[config.mk]
export PLATFORM = sky130hd
export DESIGN_NAME = mem_stage
export DESIGN_NICKNAME = d
export VERILOG_FILES = /design/src/rtl/mem_stage_pkg.sv /design/src/rtl/mem_align.sv /design/src/rtl/mem_stage.sv
export SDC_FILE = /design/constraint.sdc
export NUM_CORES = 1
export LEC_CHECK = 0
export CORE_MARGIN = 2
export CORE_UTILIZATION = 41
export CTS_CLUSTER_SIZE = 30
export DETAILED_ROUTE_END_ITERATION = 8
export GPL_ROUTABILITY_DRIVEN = 0
export PLACE_DENSITY = 0.78
export SYNTH_ARGS = -nofsm -noshare
export SYNTH_HDL_FRONTEND = slang
export SYNTH_SLANG_ARGS = --single-unit
[constraint.sdc]
create_clock -name clk -period 1.8 [get_ports clk]
set_input_delay 0.45 -clock clk [delete_from_list [all_inputs] [get_ports clk]]
set_output_delay 0.45 -clock clk [all_outputs]
set_load 0.1 [all_outputs]
[src/rtl/mem_stage_pkg.sv]
// Shared encodings for the memory stage: op/size codes, FSM states and the
// bit positions of the fields packed into EX_mem_ctrl {unsigned, size, op}.
// Latency: n/a (definitions only). Backpressure: n/a.
package mem_stage_pkg;

   // EX_mem_ctrl layout
   localparam int CTRL_W        = 5;
   localparam int CTRL_OP_LSB   = 0;
   localparam int CTRL_SIZE_LSB = 2;
   localparam int CTRL_UNS_BIT  = 4;

   typedef enum logic [1:0] {
      OP_NONE  = 2'b00,
      OP_LOAD  = 2'b01,
      OP_STORE = 2'b10
   } mem_op_e;

   typedef enum logic [1:0] {
      SZ_BYTE = 2'b00,
      SZ_HALF = 2'b01,
      SZ_WORD = 2'b10
   } mem_size_e;

   typedef enum logic [1:0] {
      ST_IDLE = 2'b00,
      ST_REQ  = 2'b01,
      ST_WAIT = 2'b10,
      ST_DONE = 2'b11
   } mem_state_e;

   // Half accesses need addr[0]=0, word accesses need addr[1:0]=0.
   function automatic logic is_misaligned(input logic [1:0] size, input logic [1:0] off);
      return ((size == SZ_HALF) && off[0]) || ((size == SZ_WORD) && (off != 2'b00));
   endfunction

endpackage

[src/rtl/mem_align.sv]
// Byte-lane steering: store byte-enables/replicated write data, and load
// lane select with sign/zero extension.
// Latency: combinational. Backpressure: none.
// Ports: off_i addr[1:0]; size_i access size; uns_i zero-extend loads;
//        st_data_i store data; ld_raw_i raw memory word;
//        be_o / wdata_o to memory; ld_data_o formatted load result.
module mem_align
   import mem_stage_pkg::*;
(
   input  logic [1:0]  off_i,
   input  logic [1:0]  size_i,
   input  logic        uns_i,
   input  logic [31:0] st_data_i,
   input  logic [31:0] ld_raw_i,
   output logic [3:0]  be_o,
   output logic [31:0] wdata_o,
   output logic [31:0] ld_data_o
);

   logic [7:0]  byte_sel;
   logic [15:0] half_sel;

   // Only the address bits relevant to the access size are looked at, so a
   // misaligned half/word is naturally forced onto its aligned lanes.
   assign byte_sel = ld_raw_i[{off_i, 3'b000} +: 8];
   assign half_sel = off_i[1] ? ld_raw_i[31:16] : ld_raw_i[15:0];

   always_comb begin
      be_o      = 4'b1111;
      wdata_o   = st_data_i;
      ld_data_o = ld_raw_i;
      case (size_i)
         SZ_BYTE: begin
            be_o      = 4'b0001 << off_i;
            wdata_o   = {4{st_data_i[7:0]}};
            ld_data_o = uns_i ? {24'b0, byte_sel} : {{24{byte_sel[7]}}, byte_sel};
         end
         SZ_HALF: begin
            be_o      = 4'b0011 << {off_i[1], 1'b0};
            wdata_o   = {2{st_data_i[15:0]}};
            ld_data_o = uns_i ? {16'b0, half_sel} : {{16{half_sel[15]}}, half_sel};
         end
         default: ;
      endcase
   end

endmodule

[src/rtl/mem_stage.sv]
// Pipeline MEM stage: EX/MEM register plus a req/gnt/rvalid data-memory FSM.
// Latency: ALU ops pass in the cycle after capture; store 3 cycles, load 4 (zero-wait memory).
// Backpressure: MEM_busy stalls IF/ID/EX and freezes the EX/MEM register while an access is open.
// Ports: clk/rst (async active-low); EX_* from execute; MEM_* to WB and forwarding;
//        dmem_* request/grant/read-valid data-memory port.
// Optional: define MEM_MISALIGN_CHK_EN to flag misaligned half/word accesses
//           instead of force-aligning them.
module mem_stage
   import mem_stage_pkg::*;
(
   input  logic              clk,
   input  logic              rst,
   input  logic [31:0]       EX_alu_res,
   input  logic [31:0]       EX_mem_din,
   input  logic              EX_vld,
   input  logic [CTRL_W-1:0] EX_mem_ctrl,
   output logic [31:0]       MEM_data,
   output logic              MEM_vld,
   output logic              MEM_busy,
   output logic              MEM_misalign,
   output logic              dmem_req,
   output logic              dmem_we,
   output logic [31:0]       dmem_addr,
   output logic [3:0]        dmem_be,
   output logic [31:0]       dmem_wdata,
   input  logic              dmem_gnt,
   input  logic              dmem_rvalid,
   input  logic [31:0]       dmem_rdata
);

   logic [31:0]       addr_q;
   logic [31:0]       din_q;
   logic              vld_q;
   logic [CTRL_W-1:0] ctrl_q;
   logic [31:0]       ld_q;
   mem_state_e        state_q, state_d;

   logic [1:0]  op;
   logic [1:0]  size;
   logic        uns;
   logic        mem_op_vld;
   logic        misalign;
   logic        ld_en;
   logic [31:0] ld_fmt;

   // EX/MEM pipeline register: frozen while the stage is busy.
   always_ff @(posedge clk or negedge rst) begin
      if (!rst) begin
         addr_q <= '0;
         din_q  <= '0;
         vld_q  <= 1'b0;
         ctrl_q <= '0;
      end else if (!MEM_busy) begin
         addr_q <= EX_alu_res;
         din_q  <= EX_mem_din;
         vld_q  <= EX_vld;
         ctrl_q <= EX_mem_ctrl;
      end
   end

   assign op   = ctrl_q[CTRL_OP_LSB +: 2];
   assign size = ctrl_q[CTRL_SIZE_LSB +: 2];
   assign uns  = ctrl_q[CTRL_UNS_BIT];

   assign mem_op_vld = vld_q && ((op == OP_LOAD) || (op == OP_STORE));

`ifdef MEM_MISALIGN_CHK_EN
   // Only meaningful in IDLE: any access that left IDLE was aligned.
   assign misalign = (state_q == ST_IDLE) && mem_op_vld && is_misaligned(size, addr_q[1:0]);
`else
   assign misalign = 1'b0;
`endif

   assign MEM_misalign = misalign;

   mem_align u_align (
      .off_i     (addr_q[1:0]),
      .size_i    (size),
      .uns_i     (uns),
      .st_data_i (din_q),
      .ld_raw_i  (dmem_rdata),
      .be_o      (dmem_be),
      .wdata_o   (dmem_wdata),
      .ld_data_o (ld_fmt)
   );

   // Request fields come straight from the frozen EX/MEM register, so they
   // stay stable for as long as the request waits for its grant.
   assign dmem_addr = {addr_q[31:2], 2'b00};
   assign dmem_we   = (op == OP_STORE);

   always_ff @(posedge clk or negedge rst) begin
      if (!rst) begin
         state_q <= ST_IDLE;
         ld_q    <= '0;
      end else begin
         state_q <= state_d;
         if (ld_en) begin
            ld_q <= ld_fmt;
         end
      end
   end

   always_comb begin
      state_d  = state_q;
      MEM_busy = 1'b0;
      MEM_vld  = 1'b0;
      MEM_data = addr_q;
      dmem_req = 1'b0;
      ld_en    = 1'b0;
      case (state_q)
         ST_IDLE: begin
            if (mem_op_vld && !misalign) begin
               MEM_busy = 1'b1;
               state_d  = ST_REQ;
            end else begin
               // ALU result (or bubble); a flagged misaligned access is dropped.
               MEM_vld = vld_q && !mem_op_vld;
            end
         end
         ST_REQ: begin
            MEM_busy = 1'b1;
            dmem_req = 1'b1;
            if (dmem_gnt) begin
               state_d = (op == OP_STORE) ? ST_DONE : ST_WAIT;
            end
         end
         ST_WAIT: begin
            MEM_busy = 1'b1;
            if (dmem_rvalid) begin
               ld_en   = 1'b1;
               state_d = ST_DONE;
            end
         end
         ST_DONE: begin
            MEM_vld  = 1'b1;
            MEM_data = (op == OP_LOAD) ? ld_q : addr_q;
            state_d  = ST_IDLE;
         end
         default: state_d = ST_IDLE;
      endcase
   end

endmodule

* Word-level counts from Yosys, hierarchy flattened *
Cells that the tools add are included.

word-level totals
  register bits after elaboration = 104
  word-level logic and storage cells = 46

cells by class
  mux-type cells = 20
  shift operators = 3
  reduce and logical (&&, ||, !) cells = 8
  equal/unequal tests = 9

operators by type and width
  kind                                              count
  2-to-1 mux 32 bit                                 4
  case mux 32 bit (2 select lines)                  2
  variable part select 32 x 6 -> 8 bit              1
  2-to-1 mux 16 bit                                 1
  case mux 2 bit (4 select lines)                   1
  case mux 4 bit (2 select lines)                   1
  == test 2 x 1 -> 1 bit (second input constant)    3
  == test 2 bit (second input constant)             3
  2-to-1 mux 1 bit                                  6
  2-to-1 mux 2 bit                                  3
  inequality test 2 bit (second input constant)     3
  zero test 2 bit                                   2
  case mux 1 bit (2 select lines)                   2
  << shifter 1 x 2 -> 4 bit (first input constant)  1
  << shifter 2 x 2 -> 4 bit (first input constant)  1
  AND reduction 3 bit                               1
  logical AND 1 bit                                 2
  OR reduction 2 bit                                1
  zero test 1 bit                                   1
  logical OR 1 bit                                  1

* Depth between registers and ports, before layout *
  depth after elaboration = 7
  gate-level depth with buffers = 7
  mapped depth without buffers = 6

* Modules after synthesis *
A second synthesis with hierarchy kept.

unflattened totals
  cell total of the unflattened synthesis = 482
  area total of the unflattened synthesis = 5960.7 um^2

by module, submodules not included
  module     cells each  area an instance (um^2)  times used
  mem_stage  311         4669.5                   1
  mem_align  171         1291.2                   1

* Worst setup path after synthesis *
Ideal clock, no wire load.

  path type = register to output
  start point = register addr_q[0]
  end point = output port dmem_be[1]
  setup slack = -1605 ps
  path buffers = 2
  cell stages (with the launch flop) = 5
  arrival time = 2955 ps
  cell sequence = dfrtp_1 > buf_2 > buf_2 > nor2_1 > o21ai_0

between the ends
  longest elaborated chain between the ends = 2

RTL lines
  item                             line             source
  start, declared                  mem_stage.sv:31  logic [31:0] addr_q;
  start signal, assigned           mem_stage.sv:54  addr_q <= EX_alu_res;
  << shifter 1 x 2 -> 4 bit        mem_align.sv:34  be_o = 4'b0001 << off_i;
  case mux 4 bit (2 select lines)  mem_align.sv:32  case (size_i)
  end, declared                    mem_stage.sv:24  output logic [3:0] dmem_be,

No other way between the ends.

* Worst setup path in the final report *
  start point = register state_q[1]
  end point = output port MEM_data[20]

between the ends
  longest elaborated chain between the ends = 2

RTL lines
  item                    line              source
  start, declared         mem_stage.sv:36   mem_state_e state_q, state_d;
  start signal, assigned  mem_stage.sv:97   state_q <= state_d;
  == test 2 bit           mem_stage.sv:111  case (state_q)
  2-to-1 mux 32 bit       mem_stage.sv:111
  end, declared           mem_stage.sv:17   output logic [31:0] MEM_data,

No other way between the ends.

==> results.yml <==
clock_network:
  cts_buffers: 9
  clk_pin_slew_ns: 0.07
  clkSinkCount: 104
  worstSkewPairLatency_ns: 0.36
  cts_tree: "done"
  cts_max_path_buffers: 2
  cts_root_buffer: "clkbuf_16"
  cts_hold_buf: 0
  htreeDepth: 3
critical_path:
  path_cells: "ha_4, nand2_8, clkbuf_16, mux2_4, buf_12"
  worstPathArrival_ns: 1.81
  crit_required_ns: 1.35
  cp-end-kind: "primary output"
  crit_type: "flip-flop to primary output"
  critical-path-max-stage-delay_ns: 0.42
  crit_slowest_cell: "dfrtp_1"
  crit_path_start_kind: "flip-flop"
  worstPathMaxFanout: 8
grt:
  grt.total_usage_pct: 25.8
  first_global_vias: 5301
  antenna_found_initial: 2
  grt_start_max_net_pins: 41
  grt_pass1_wl_um: 29000
  grt-ovfl-total: 0
finish:
  final_nets: 839
  syn_to_final_growth_pct: 84.2
  final_core_util_pct: 76.6
  layout_commonest_cell: "buf_12"
  multi_input_area_um2: 3240
  drive_gt1_share_pct: 54.5
  seq_area_um2: 2610
  num-fill-cells: 824
  final_cell_mix: "116 x buf_12, 101 x dfrtp_1, 100 x clkdlybuf4s50_1"
outcome:
  violations: "negative setup slack"
  status: "finished, violations left"
route:
  post_drt_wl_per_cell_um: 22.3
  drc_errors: 0
  ant_nets: 0
  vias: 4940
  routed_wl_um: 20400
  drt_iter0_drc: 198
  drtPass1Iterations: 5
  via_per_inst: 5.42
synthesis:
  synthCells: 491
  ys_warn_count: 0
  yosysSeqAreaShare_pct: 45.4
  synth_top_area_cell: "dfrtp_1"
  ys_ff_latch: 104
  syn_area_um2: 5730
  syn_avg_cell_area_um2: 11.7
  yosys-top-cells-area: "dfrtp_1 45%, mux2_2 26%, buf_4 5.6%"
  synth_top_area_share_pct: 45.4
  synth.distinct_cells: 36
sta:
  skew_ns: 0.00894
  period_share_pct: 125
  hold_viol: 0
  rsz0062_at_grt: "yes"
  setup_viol: 135
  max_freq_mhz: 443
  worst_slack_ns: -0.456
  maxSlewViolCount: 0
  tns_ns: -25.88
  period_minus_slack_ns: 2.26
die:
  start_util_pct: 41.6
  core_area_um2: 13800
  die_x_um: 122
  rows: 43
  die-area_um2: 14900
  dieHeight_um: 122
  ios: 211
run:
  maxCapViolCount: 0
place:
  io_buffers: 207
  dp.final_hpwl_um: 13600
hold_path:
  hold_path.class: "input pin to async pin"
-- state kept, by name, indices dropped and copies added, names as in the netlist --
signal	count
ctrl_q	5
din_q	32
ld_q	32
vld_q	1
addr_q	32
state_q	2
-- cell families (layout without fill, tap and decap cells) --
logic type	after synthesis	count (layout)	synth area share [%]
muxes	144	144	28.3
DFF	104	104	45.4
AOI/OAI and AO/OA	94	94	11.4
buffers and inverters	82	319	8.61
and+or+nand+nor	58	58	4.39
adders and majority gates	8	8	1.75
other	1	4	0.0655
-- worst max-delay path, delay by kind of cell, from the launching register on --
kind	cells	cell delay [ns]
DFF	1	0.42
buffers and inverters	2	0.36
muxes	1	0.31
adders and majority gates	1	0.20
and+or+nand+nor	1	0.15
-- timing repair --
item,in CTS,in global routing
cloned,3,6
resized for setup,74,46
buffers inserted,17,9
endpoints found under the setup margin,142,163
pin swaps,10,10
-- Yosys cell counts --
cell type	n
nor2_1	29
dfrtp_1	104
nor3b_2	1
a222oi_1	1
nand2_1	20
a221o_1	7
a31oi_1	2
mux4_2	1
o31a_1	1
inv_1	8
ha_1	8
nor2_2	1
and3b_1	1
a211oi_2	1
a221oi_2	7
mux2i_1	10
o22a_1	7
a21o_1	4
buf_1	5
a21oi_1	33
buf_6	1
nand2b_1	2
nor3_2	1
a22oi_1	9
o21ai_0	12
and2_1	2
mux2_2	130
mux2_1	3
a211oi_1	1
buf_4	43
clkbuf_1	11
nand3_1	1
inv_2	1
o21ai_1	9
buf_2	13
conb_1	1
-- stage by stage --
stage / area, µm² / setup slack (ns) / instances / hold slack (ns)
6_report: 10500 / -0.456 / 911 / 0.0470
5_1_grt: 10500 / -0.482 / 911 / 0.0783
4_1_cts: 10200 / -0.487 / 897 / 0.0620
3_5_place_dp: 9400 / -0.446 / 861 / 0.438
3_3_place_gp: 9400 / -0.447 / 861 / 0.434
2_1_floorplan: 6090 / -0.0494 / 493 / 0.154
-- area by class of cell --
type	instances	share of cell area, %
Multi-Input combinational cell	307	30.7
Tap cell	180	2.13
Sequential cell	104	24.7
Clock buffer	12	2.34
Clock inverter	4	0.273
Antenna cell	1	0.0237
Inverter	9	0.427
Timing Repair Buffer	294	39.4
-- metal layers --
metal / vias to the layer above / share of wire (%) / routed length (µm) / track usage, %
met4: 0 / 3.4 / 684 / 11.6
li1: 2186 / - / - / -
met1: 2497 / 38 / 7750 / 29.5
met3: 45 / 6.1 / 1250 / 5.62
met2: 212 / 52 / 10700 / 46.0
met5: - / 0 / 0 / 0
-- path summary, 6_finish.rpt --
check / startpoint / end / slack, ns / depth (start not counted)
min in group clk: din_q[27] / din_q[27] / 0.51 / 1
max: state_q[1] / MEM_data[20] / -0.46 / 5
max reg2reg: ctrl_q[1] / din_q[11] / -0.13 / 8
min: rst / addr_q[8] / 0.05 / 1
max in group asynchronous: rst / ctrl_q[2] / 1.16 / 2
min reg2reg: din_q[27] / din_q[27] / 0.51 / 1
Power is not shown: default switching activity piles up to over one toggle a cycle in this logic, so the estimate is an artifact.
